$ cat src/rtl/mult_div_unit.sv
`default_nettype none
// ============================================================================
// Module   : mult_div_unit
// Brief    : Multicycle signed multiply (radix-2 Booth) / divide (restoring)
//            unit producing HI/LO and a divide-by-zero flag.
//            Optional macro MULTDIV_FAST_ZERO_EN short-cuts zero operands.
// Revision : 1.0 - initial release
// ============================================================================
module mult_div_unit #(
    parameter int WIDTH = 32,
    parameter int CNT_W = 6
) (
    input  logic             clk,
    input  logic             reset,
    input  logic             start,
    input  logic             MultOrDiv,
    input  logic [WIDTH-1:0] A,
    input  logic [WIDTH-1:0] B,
    output logic             busy,
    output logic             done,
    output logic [WIDTH-1:0] HI,
    output logic [WIDTH-1:0] LO,
    output logic             Div0
);

    typedef enum logic [1:0] {
        S_IDLE   = 2'd0,
        S_MULT   = 2'd1,
        S_DIV    = 2'd2,
        S_FINISH = 2'd3
    } state_t;

    localparam logic [CNT_W-1:0] c_LAST = CNT_W'(WIDTH - 1);

    state_t           r_state;
    state_t           w_next_state;
    logic [CNT_W-1:0] r_cnt;
    // r_acc: Booth upper partial product (one guard bit) or division remainder
    logic [WIDTH:0]   r_acc;
    logic [WIDTH-1:0] r_q;
    logic [WIDTH-1:0] r_m;
    logic             r_qm1;
    logic             r_op;
    logic             r_sign_a;
    logic             r_sign_b;
    logic             r_dz;
    logic             r_zero;
    logic             r_busy;
    logic             r_done;
    logic             r_div0;
    logic [WIDTH-1:0] r_hi;
    logic [WIDTH-1:0] r_lo;

    logic             w_b_zero;
    logic             w_fast;
    logic [WIDTH-1:0] w_abs_a;
    logic [WIDTH-1:0] w_abs_b;
    logic [WIDTH:0]   w_m_ext;
    logic [WIDTH:0]   w_booth;
    logic [WIDTH:0]   w_div_shift;
    logic [WIDTH:0]   w_div_trial;
    logic [WIDTH-1:0] w_quo_fix;
    logic [WIDTH-1:0] w_rem_fix;

    assign w_b_zero = (B == '0);

`ifdef MULTDIV_FAST_ZERO_EN
    logic w_a_zero;
    assign w_a_zero = (A == '0);
    assign w_fast   = MultOrDiv ? (w_a_zero && !w_b_zero) : (w_a_zero || w_b_zero);
`else
    assign w_fast   = 1'b0;
`endif

    assign w_abs_a = A[WIDTH-1] ? -A : A;
    assign w_abs_b = B[WIDTH-1] ? -B : B;
    assign w_m_ext = {r_m[WIDTH-1], r_m};

    always_comb begin
        w_booth = r_acc;
        case ({r_q[0], r_qm1})
            2'b01:   w_booth = r_acc + w_m_ext;
            2'b10:   w_booth = r_acc - w_m_ext;
            default: w_booth = r_acc;
        endcase
    end

    // Remainder stays below the divisor magnitude, so the shifted value fits.
    assign w_div_shift = {r_acc[WIDTH-1:0], r_q[WIDTH-1]};
    assign w_div_trial = w_div_shift - {1'b0, r_m};
    assign w_quo_fix   = (r_sign_a ^ r_sign_b) ? -r_q : r_q;
    assign w_rem_fix   = r_sign_a ? -r_acc[WIDTH-1:0] : r_acc[WIDTH-1:0];

    always_ff @(posedge clk) begin
        if (!reset) r_state <= S_IDLE;
        else        r_state <= w_next_state;
    end

    always_comb begin
        w_next_state = r_state;
        case (r_state)
            S_IDLE: begin
                if (start) begin
                    if ((MultOrDiv && w_b_zero) || w_fast) w_next_state = S_FINISH;
                    else if (MultOrDiv)                    w_next_state = S_DIV;
                    else                                   w_next_state = S_MULT;
                end
            end
            S_MULT, S_DIV: begin
                if (r_cnt == c_LAST) w_next_state = S_FINISH;
            end
            S_FINISH: w_next_state = S_IDLE;
            default:  w_next_state = S_IDLE;
        endcase
    end

    always_ff @(posedge clk) begin
        if (!reset) begin
            r_cnt    <= '0;
            r_acc    <= '0;
            r_q      <= '0;
            r_m      <= '0;
            r_qm1    <= 1'b0;
            r_op     <= 1'b0;
            r_sign_a <= 1'b0;
            r_sign_b <= 1'b0;
            r_dz     <= 1'b0;
            r_zero   <= 1'b0;
            r_busy   <= 1'b0;
            r_done   <= 1'b0;
            r_div0   <= 1'b0;
            r_hi     <= '0;
            r_lo     <= '0;
        end else begin
            r_done <= 1'b0;
            case (r_state)
                S_IDLE: begin
                    if (start) begin
                        r_busy   <= 1'b1;
                        r_div0   <= 1'b0;
                        r_cnt    <= '0;
                        r_op     <= MultOrDiv;
                        r_sign_a <= A[WIDTH-1];
                        r_sign_b <= B[WIDTH-1];
                        r_dz     <= MultOrDiv && w_b_zero;
                        r_zero   <= w_fast;
                        r_acc    <= '0;
                        r_qm1    <= 1'b0;
                        r_m      <= MultOrDiv ? w_abs_b : A;
                        r_q      <= MultOrDiv ? w_abs_a : B;
                    end
                end
                S_MULT: begin
                    r_acc <= {w_booth[WIDTH], w_booth[WIDTH:1]};
                    r_q   <= {w_booth[0], r_q[WIDTH-1:1]};
                    r_qm1 <= r_q[0];
                    r_cnt <= r_cnt + 1'b1;
                end
                S_DIV: begin
                    if (!w_div_trial[WIDTH]) begin
                        r_acc <= w_div_trial;
                        r_q   <= {r_q[WIDTH-2:0], 1'b1};
                    end else begin
                        r_acc <= w_div_shift;
                        r_q   <= {r_q[WIDTH-2:0], 1'b0};
                    end
                    r_cnt <= r_cnt + 1'b1;
                end
                S_FINISH: begin
                    r_busy <= 1'b0;
                    r_done <= 1'b1;
                    if (r_dz) begin
                        r_div0 <= 1'b1;
                    end else if (r_zero) begin
                        r_hi <= '0;
                        r_lo <= '0;
                    end else if (r_op) begin
                        r_hi <= w_rem_fix;
                        r_lo <= w_quo_fix;
                    end else begin
                        r_hi <= r_acc[WIDTH-1:0];
                        r_lo <= r_q;
                    end
                end
                default: r_busy <= 1'b0;
            endcase
        end
    end

    assign busy = r_busy;
    assign done = r_done;
    assign HI   = r_hi;
    assign LO   = r_lo;
    assign Div0 = r_div0;

endmodule
`default_nettype wire

$ cat config.mk
export PLATFORM = sky130hd
export DESIGN_NAME = mult_div_unit
export DESIGN_NICKNAME = d
export VERILOG_FILES = /design/src/rtl/mult_div_unit.sv
export SDC_FILE = /design/constraint.sdc
export NUM_CORES = 1
export LEC_CHECK = 0
export CAP_MARGIN = 20
export CORE_MARGIN = 3
export CORE_UTILIZATION = 54
export DETAILED_ROUTE_END_ITERATION = 6
export PLACE_DENSITY = 0.76
export SYNTH_ARGS = -nofsm -noshare
export SYNTH_HDL_FRONTEND = slang
export SYNTH_SLANG_ARGS = --single-unit
export TNS_END_PERCENT = 100
$ cat constraint.sdc
create_clock -name clk -period 4.6 [get_ports clk]
set_input_delay 0.69 -clock clk [delete_from_list [all_inputs] [get_ports clk]]
set_output_delay 0.69 -clock clk [all_outputs]
set_load 0.02 [all_outputs]
==> results of run 1 <==
[routing by layer]
layer / share of wire [%] / wire length [um] / vias to the layer above
met4: 1.8 / 911 / 0
li1: - / - / 7523
met1: 45 / 23100 / 7390
met3: 11 / 5410 / 62
met5: 0 / 0 / -
met2: 43 / 21800 / 846
[through the flow]
step | hold slack (ns) | worst slack (ns)
3_3_place_gp | 0.448 | 0.298
4_1_cts | 0.467 | 0.0918
3_5_place_dp | 0.458 | 0.140
2_1_floorplan | 0.448 | 0.403
6_report | 0.462 | 0.273
5_1_grt | 0.488 | 0.0105
[kinds of logic (layout without fill, tap and decap cells)]
kind of cell	Yosys count	in the layout	share of synthesized area, %
and+or+nand+nor	637	637	19.9
adders and majority gates	79	79	6.81
buffers and inverters	228	328	5.93
muxes	20	20	1.40
AOI/OAI and AO/OA	694	694	30.7
xor gates and xnor gates	188	188	11.2
DFF	177	177	24.0
[final cells by class]
class	instances	area [um2]
flip-flops and latches	177	3540
clock buffers	17	425
fillers	2367	9160
well taps	335	419
inverters	80	307
multi-input cells	1618	10400
repair buffers	216	1970
clock inverters	15	211
[timing repair]
item | CTS | global route
buffers inserted | 0 | 0
resized for setup | 0 | 13
endpoints found under the setup margin | 0 | 29
[final timing paths]
kind	startpoint	to	slack, ns	cells past startpoint
max	r_m[2]$_SDFFE_PN0P_	r_acc[26]$_SDFFE_PN0P_	0.27	17
min	HI[31]$_SDFFE_PN0P_	HI[31]$_SDFFE_PN0P_	0.46	2
max reg2reg	r_m[2]$_SDFFE_PN0P_	r_acc[26]$_SDFFE_PN0P_	0.27	17
min reg2reg	HI[31]$_SDFFE_PN0P_	HI[31]$_SDFFE_PN0P_	0.46	2
[power groups by stage]
stage | Combinational (mW) | Clock (mW) | Sequential [mW]
2_1_floorplan | 3.65 | 0 | 2.18
3_3_place_gp | 5.04 | 0 | 2.27
3_5_place_dp | 5.10 | 0 | 2.28
4_1_cts | 5.12 | 1.56 | 2.25
5_1_grt | 5.74 | 1.63 | 2.30
6_report | 5.27 | 1.56 | 2.28
[layout by cell type, fill, tap and decap left out, types with 15 or more instances in the layout]
| cell | Yosys | routed |
|---|---|---|
| nor2_1 | 229 | 229 |
| a21oi_1 | 200 | 199 |
| nand2_1 | 182 | 180 |
| dfxtp_1 | 177 | 177 |
| clkdlybuf4s50_1 | 0 | 133 |
| o21ai_0 | 120 | 119 |
| a211oi_1 | 102 | 100 |
| xor2_1 | 95 | 95 |
| xnor2_1 | 93 | 93 |
| buf_4 | 1 | 82 |
| inv_1 | 78 | 78 |
| ha_1 | 77 | 75 |
| nand3_1 | 40 | 40 |
| nor3_1 | 37 | 36 |
| o31ai_1 | 24 | 24 |
| a21o_1 | 24 | 23 |
| o21ai_1 | 22 | 22 |
| or3_1 | 22 | 22 |
| a31oi_1 | 21 | 21 |
| a221oi_1 | 21 | 21 |
| nor4_1 | 19 | 18 |
| nand2b_1 | 17 | 17 |
| a211o_1 | 17 | 17 |
| a22oi_1 | 17 | 17 |
| clkbuf_16 | 0 | 17 |
| mux2i_1 | 15 | 15 |
[flip-flops by register name, indices dropped and copies added (netlist names), 2 cells and up]
| name | count |
|---|---|
| HI | 32 |
| r_acc | 33 |
| LO | 32 |
| r_m | 32 |
| r_q | 32 |
| r_cnt | 6 |
| r_state | 2 |
[worst max-delay path, stage by stage (launching register included)]
cell     delay (ns)
dfxtp_1        0.39
nor4_4         0.34
nand2_1        0.11
nor4_1         0.20
buf_4          0.18
and2_1         0.19
a41oi_1        0.15
xnor2_1        0.19
ha_1           0.45
and3_1         0.27
nand4_1        0.10
o21ai_1        0.41
o31a_1         0.29
a31oi_1        0.11
buf_4          0.16
xnor2_1        0.28
nor3_1         0.09
o31a_1         0.28
[cell usage after synthesis, drive strengths merged (6+ instances only)]
cell type  number
nor2          229
a21oi         200
nand2         182
dfxtp         177
o21ai         142
clkbuf        126
a211oi        102
xor2           95
xnor2          93
inv            78
ha             77
nand3          40
nor3           39
o31ai          28
a21o           24
or3            23
buf            22
a221oi         21
a31oi          21
nor4           20
a211o          17
a22oi          17
nand2b         17
mux2i          15
and2           14
and3           14
o211ai         14
o41ai          14
a311oi         13
nand4          13
nor2b          13
o21a           11
o21bai         11
a221o          10
or4            10
a22o            8
nand3b          7
a41oi           6
==> out/qor.txt, run 1 <==
Status: finished with violations
Failing checks: DRC
CP Max Fanout: 8
Worst-skew pair later-pin latency: 0.45 ns
DRT antenna net count: 0
Hold_buf cts: 0
M3 GR Usage: 5.63%
CTS tree: built
Final GP Congestion: 1.03
Met1 Resource Use GR: 51.6%
Max clock buf depth: 2
Pleak: 6.49 nW
Vias in the first global route: 13800
Row Count: 59
Crit end category: flop
Worst path required time: 4.94 ns
WL per Instance: 20.9 um
Total CTS buffers: 17
Tot Pwr: 9.11 mW
H-tree depth: 4
Mapped cell area: 14700 um2
Initial DRC count: 1976
Startpoint types: flop
Final hold violations: 0
WL final: 51300 um
Dpl cell area: 16600 um2
Crit path time final: 4.33 ns
Drt drc: 1
Die area: 29300 um2
Root Driver: clkbuf_16
Main synth FF type: dfxtp_1
Setup TNS: 0 ns
Min-Delay Path Class: flop to flop
Switching power total: 4.48 mW
Switching part of the total: 49.2%
Worst path arrival time: 4.66 ns
FF+latch count, synth: 177
Yosys top cell by area: dfxtp_1
Final core utilization: 65.3%
Global-route met2 utilization: 49.3%
Total nets after synthesis: 2170
Slew @ Worst Pin: 0.968 ns
Total gr overflow: 0
Sequential area share after synthesis: 24.0%
Endpoints failing setup: 0
Largest net degree at the start of global routing: 113
Flop pwr share: 25.0%
Setup Crit Path Kind: flop to flop
VDD IR max: 0.296 mV
Core Area: 26400 um2
Final instance area: 17300 um2
Yosys cell types: 69
Clock Pin Slew Worst Setup and Hold Paths: 0.08 ns
Via Count: 15800
IO buf count: 134
RSZ-0062 raised after global routing: no
Final #Nets: 2257
Initial antenna violation count: 0
Number of synthesized flops with an enable pin: 0
Placed instance count: 2426
Clock Skews: 0.0209 ns
Mapped Cells: 2023
Clock power frac: 17.2%
ANT cells: 0
Detailed Place HPWL: 39000 um
Combinational fraction of design power: 57.8%
Die W: 171 um
Yosys warning count: 0
Async S/R FF share, synth: 0%
Synth Area per Inst: 7.29 um2
DRT Pass-1 Iters: 7
Synth area leaders: dfxtp_1 24%, a21oi_1 6.8%, ha_1 6.5%
Tcrit/Tclk final: 94.1%
Pint: 4.62 mW
GRT Total Usage: 33.5%
DR vias/cell: 6.44
Share of the synthesized area in the top cell type: 24.0%
First-pass GRT wire length: 78200 um
Power per Cell Area: 527 nW/um2
Syn-to-layout area delta: 17.2%
Normalized max-slew margin: 35.3%
Die span in y: 171 um
Fin. max-slew vios: 0
Num Clock Sinks: 177
I/O pin count: 135
Layout cells sized above 1: 7.11%
Busiest metal layer after global routing: met1
MaxCap Viol Count: 0
Initial Utilization: 55.8%
Max Freq: 0.231 GHz
Final std cells w/o fill: 2458
Note: power is estimated with default switching activity, not from simulation.
==> inputs of run 2 (changes only) <==
--- a/config.mk
+++ b/config.mk
@@ -6,7 +6,6 @@
 export NUM_CORES = 1
 export LEC_CHECK = 0
 export CAP_MARGIN = 20
-export CORE_MARGIN = 3
 export CORE_UTILIZATION = 54
 export DETAILED_ROUTE_END_ITERATION = 6
 export PLACE_DENSITY = 0.76
==> run 2 against run 1 <==
The run still ends with DRC left; sequential share of layout area grew 0.12 points; via count shrank 0.80%; non-clock buffer count shrank 14; design area shrank 0.58%; setup slack gained 0.0079 ns; first-iteration DRC count shrank 24%; sequential cell count is the same; largest cell class unchanged; highest routed layer unchanged.
==> out/qor.txt, run 2 (synthesized netlist as in run 1, its figures left out) <==
Num Clock Sinks: 177 (unchanged)
Initial antenna violation count: 0 (unchanged)
I/O pin count: 135 (unchanged)
Commonest non-fill, non-tap cell in the layout: nor2_1 (unchanged)
Initial DRC count: 1505 (was 1976)
DR vias/cell: 6.41 (was 6.44)
Final std cells w/o fill: 2450 (was 2458)
Total CTS buffers: 17 (unchanged)
Critical hold path startpoint: HI[0]$_SDFFE_PN0P_ (was HI[31]$_SDFFE_PN0P_)
MaxCap Viol Count: 0 (unchanged)
Hold_buf cts: 0 (unchanged)
Row Count: 60 (was 59)
Register bank with the most flops: r_acc (unchanged)
Filler cells: 2430 (was 2367)
Initial Utilization: 54.8% (was 55.8%)
VDD IR max: 0.369 mV (was 0.296 mV)
Total gr overflow: 0 (unchanged)
Root Driver: clkbuf_16 (unchanged)
CP bufs+invs: 5 (was 2)
Post-CTS resize count: 0 (unchanged)
Syn-to-layout area delta: 16.5% (was 17.2%)
Setup Crit Path Kind: flop to flop (unchanged)
Final GP Congestion: 0.937 (was 1.03)
Layout cells sized above 1: 6.31% (was 7.11%)
Worst path arrival time: 4.64 ns (was 4.66 ns)
Critical Path Source: r_q[31]$_SDFFE_PN0P_ (was r_m[2]$_SDFFE_PN0P_)
Min-Delay Path Class: flop to flop (unchanged)
Status: finished with violations (unchanged)
Crit end category: flop (unchanged)
Worst path depth: 22 (was 17)
Reg2reg path depth: 22 (was 17)
Placed instance count: 2417 (was 2426)
CP max stage delay: 0.44 ns (was 0.45 ns)
CP max stage cell: fa_1 (was ha_1)
Worst R2R End: r_acc[8]$_SDFFE_PN0P_ (was r_acc[26]$_SDFFE_PN0P_)
Failing checks: DRC (unchanged)
Via Count: 15700 (was 15800)
RSZ-0062 raised after global routing: no (unchanged)
GRT Total Usage: 35.7% (was 33.5%)
Drt drc: 2 (was 1)
Final hold violations: 0 (unchanged)
First-pass GRT wire length: 78800 um (was 78200 um)
Worst R2R Setup Slack: 0.28 ns (was 0.27 ns)
Die W: 167 um (was 171 um)
DRT antenna net count: 0 (unchanged)
CP Capture Point: r_acc[8]$_SDFFE_PN0P_ (was r_acc[26]$_SDFFE_PN0P_)
Final core utilization: 63.9% (was 65.3%)
IO buf count: 134 (unchanged)
Cell Chain, Critical Path: inv_1 > ha_1 > inv_1 > fa_1 > a211oi_1 > buf_4 > o21ai_1 > nand2_1 > o221ai_2 > a21oi_2 > o21a_1 > o22ai_1 > o21a_1 > o21ai_0 > nand2b_1 > ha_1 > buf_12 > buf_4 > mux2_2 > a22o_1 > nand2_1 > a21oi_1 (was nor4_4 > nand2_1 > nor4_1 > buf_4 > and2_1 > a41oi_1 > xnor2_1 > ha_1 > and3_1 > nand4_1 > o21ai_1 > o31a_1 > a31oi_1 > buf_4 > xnor2_1 > nor3_1 > o31a_1)
Core Area: 26900 um2 (was 26400 um2)
Detailed Place HPWL: 38700 um (was 39000 um)
Max Freq: 0.232 GHz (was 0.231 GHz)
Crit path time final: 4.32 ns (was 4.33 ns)
Die span in y: 167 um (was 171 um)
ANT cells: 0 (unchanged)
Fin. max-slew vios: 0 (unchanged)
Normalized max-slew margin: 43.4% (was 35.3%)
Hold Path Depth: 2 (unchanged)
WL final: 50900 um (was 51300 um)
Post-CTS Setup Repair Bufs: 0 (unchanged)
Pleak: 6.43 nW (was 6.49 nW)
Setup TNS: 0 ns (unchanged)
Max clock buf depth: 2 (unchanged)
WL per Instance: 20.8 um (was 20.9 um)
Largest net degree at the start of global routing: 70 (was 113)
Vias in the first global route: 14100 (was 13800)
Slew @ Worst Pin: 0.847 ns (was 0.968 ns)
Die area: 28000 um2 (was 29300 um2)
CP Max Fanout: 11 (was 8)
DRT Pass-1 Iters: 7 (unchanged)
H-tree depth: 4 (unchanged)
Clock Skews: 0.0160 ns (was 0.0209 ns)
Tcrit/Tclk final: 93.9% (was 94.1%)
Family with the most delay on the worst path: compound AO/OA/AOI/OAI gates (was simple AND/OR/NAND/NOR gates)
RR Startpoint: r_q[31]$_SDFFE_PN0P_ (was r_m[2]$_SDFFE_PN0P_)
Largest register FFs: 33 (unchanged)
Worst path required time: 4.92 ns (was 4.94 ns)
Final #Nets: 2243 (was 2257)
Most frequent cells in the layout: 229 x nor2_1, 199 x a21oi_1, 181 x nand2_1, 177 x dfxtp_1, 133 x clkdlybuf4s50_1 (was 229 x nor2_1, 199 x a21oi_1, 180 x nand2_1, 177 x dfxtp_1, 133 x clkdlybuf4s50_1)
Endpoints failing setup: 0 (unchanged)
Clock Pin Slew Worst Setup and Hold Paths: 0.09 ns (was 0.08 ns)
Power per Cell Area: 531 nW/um2 (was 527 nW/um2)
CTS tree: built (unchanged)
Worst-skew pair later-pin latency: 0.45 ns (about the same)
Startpoint types: flop (unchanged)
run 2: changes by cell type in the layout (fill, tap and decap cells not counted), sizes merged:
| cell | previous run | this run |
|---|---|---|
| buf | 83 | 69 |
| clkinv | 7 | 5 |
| inv | 87 | 89 |
run 2: report_power, final:
part           internal (mW)  total [mW]  switching (mW)
Clock                  0.767        1.61           0.848
Combinational           1.98        5.20            3.22
Sequential              1.83        2.31           0.480
Total                   4.57        9.12            4.55
run 2: worst min-delay path by stage:
| stage | to | slack [ns] |
|---|---|---|
| after floorplan | r_sign_b$_SDFFE_PN0P_ | 0.45 |
| after detailed placement | HI[0]$_SDFFE_PN0P_ | 0.45 |
| final | HI[0]$_SDFFE_PN0P_ | 0.46 |
| after CTS | HI[0]$_SDFFE_PN0P_ | 0.46 |
| after global routing | HI[0]$_SDFFE_PN0P_ | 0.50 |
| after global placement | HI[0]$_SDFFE_PN0P_ | 0.45 |
run 2: per-stage QoR:
step                      area, um2  hold slack, ns  worst slack [ns]  power [mW]
after floorplan               14700           0.448             0.403        5.83
after global routing          17200           0.501            0.0250        9.67
after CTS                     17100           0.459             0.195        8.99
after global placement        16500           0.447             0.271        7.32
final                         17200           0.462             0.281        9.12
after detailed placement      16500           0.448             0.247        7.39
run 2: cell type report:
cell class | count | area, um2 | area share [%]
Clock inverter | 15 | 211 | 1.23
Inverter | 80 | 307 | 1.79
Clock buffer | 17 | 425 | 2.48
Tap cell | 341 | 427 | 2.49
Sequential cell | 177 | 3540 | 20.6
Timing Repair Buffer | 202 | 1880 | 11.0
Multi-Input combinational cell | 1618 | 10400 | 60.4
run 2: per-layer routing:
| layer | up-vias | share of wire [%] | global-route usage, % |
|---|---|---|---|
| li1 | 7495 | - | - |
| met1 | 7376 | 45 | 50.7 |
| met2 | 743 | 44 | 56.0 |
| met3 | 80 | 8.5 | 4.54 |
| met4 | 0 | 2.3 | 10.8 |
| met5 | - | 0 | 0 |
run 2: worst register-to-register path: cells and delay by family (launching register included):
| family | cells | cell delay [ns] |
|---|---|---|
| AOI/OAI and AO/OA | 10 | 1.57 |
| adders and majority gates | 3 | 1.00 |
| DFF | 1 | 0.31 |
| muxes | 1 | 0.35 |
| buffers and inverters | 5 | 0.65 |
| and+or+nand+nor | 3 | 0.29 |
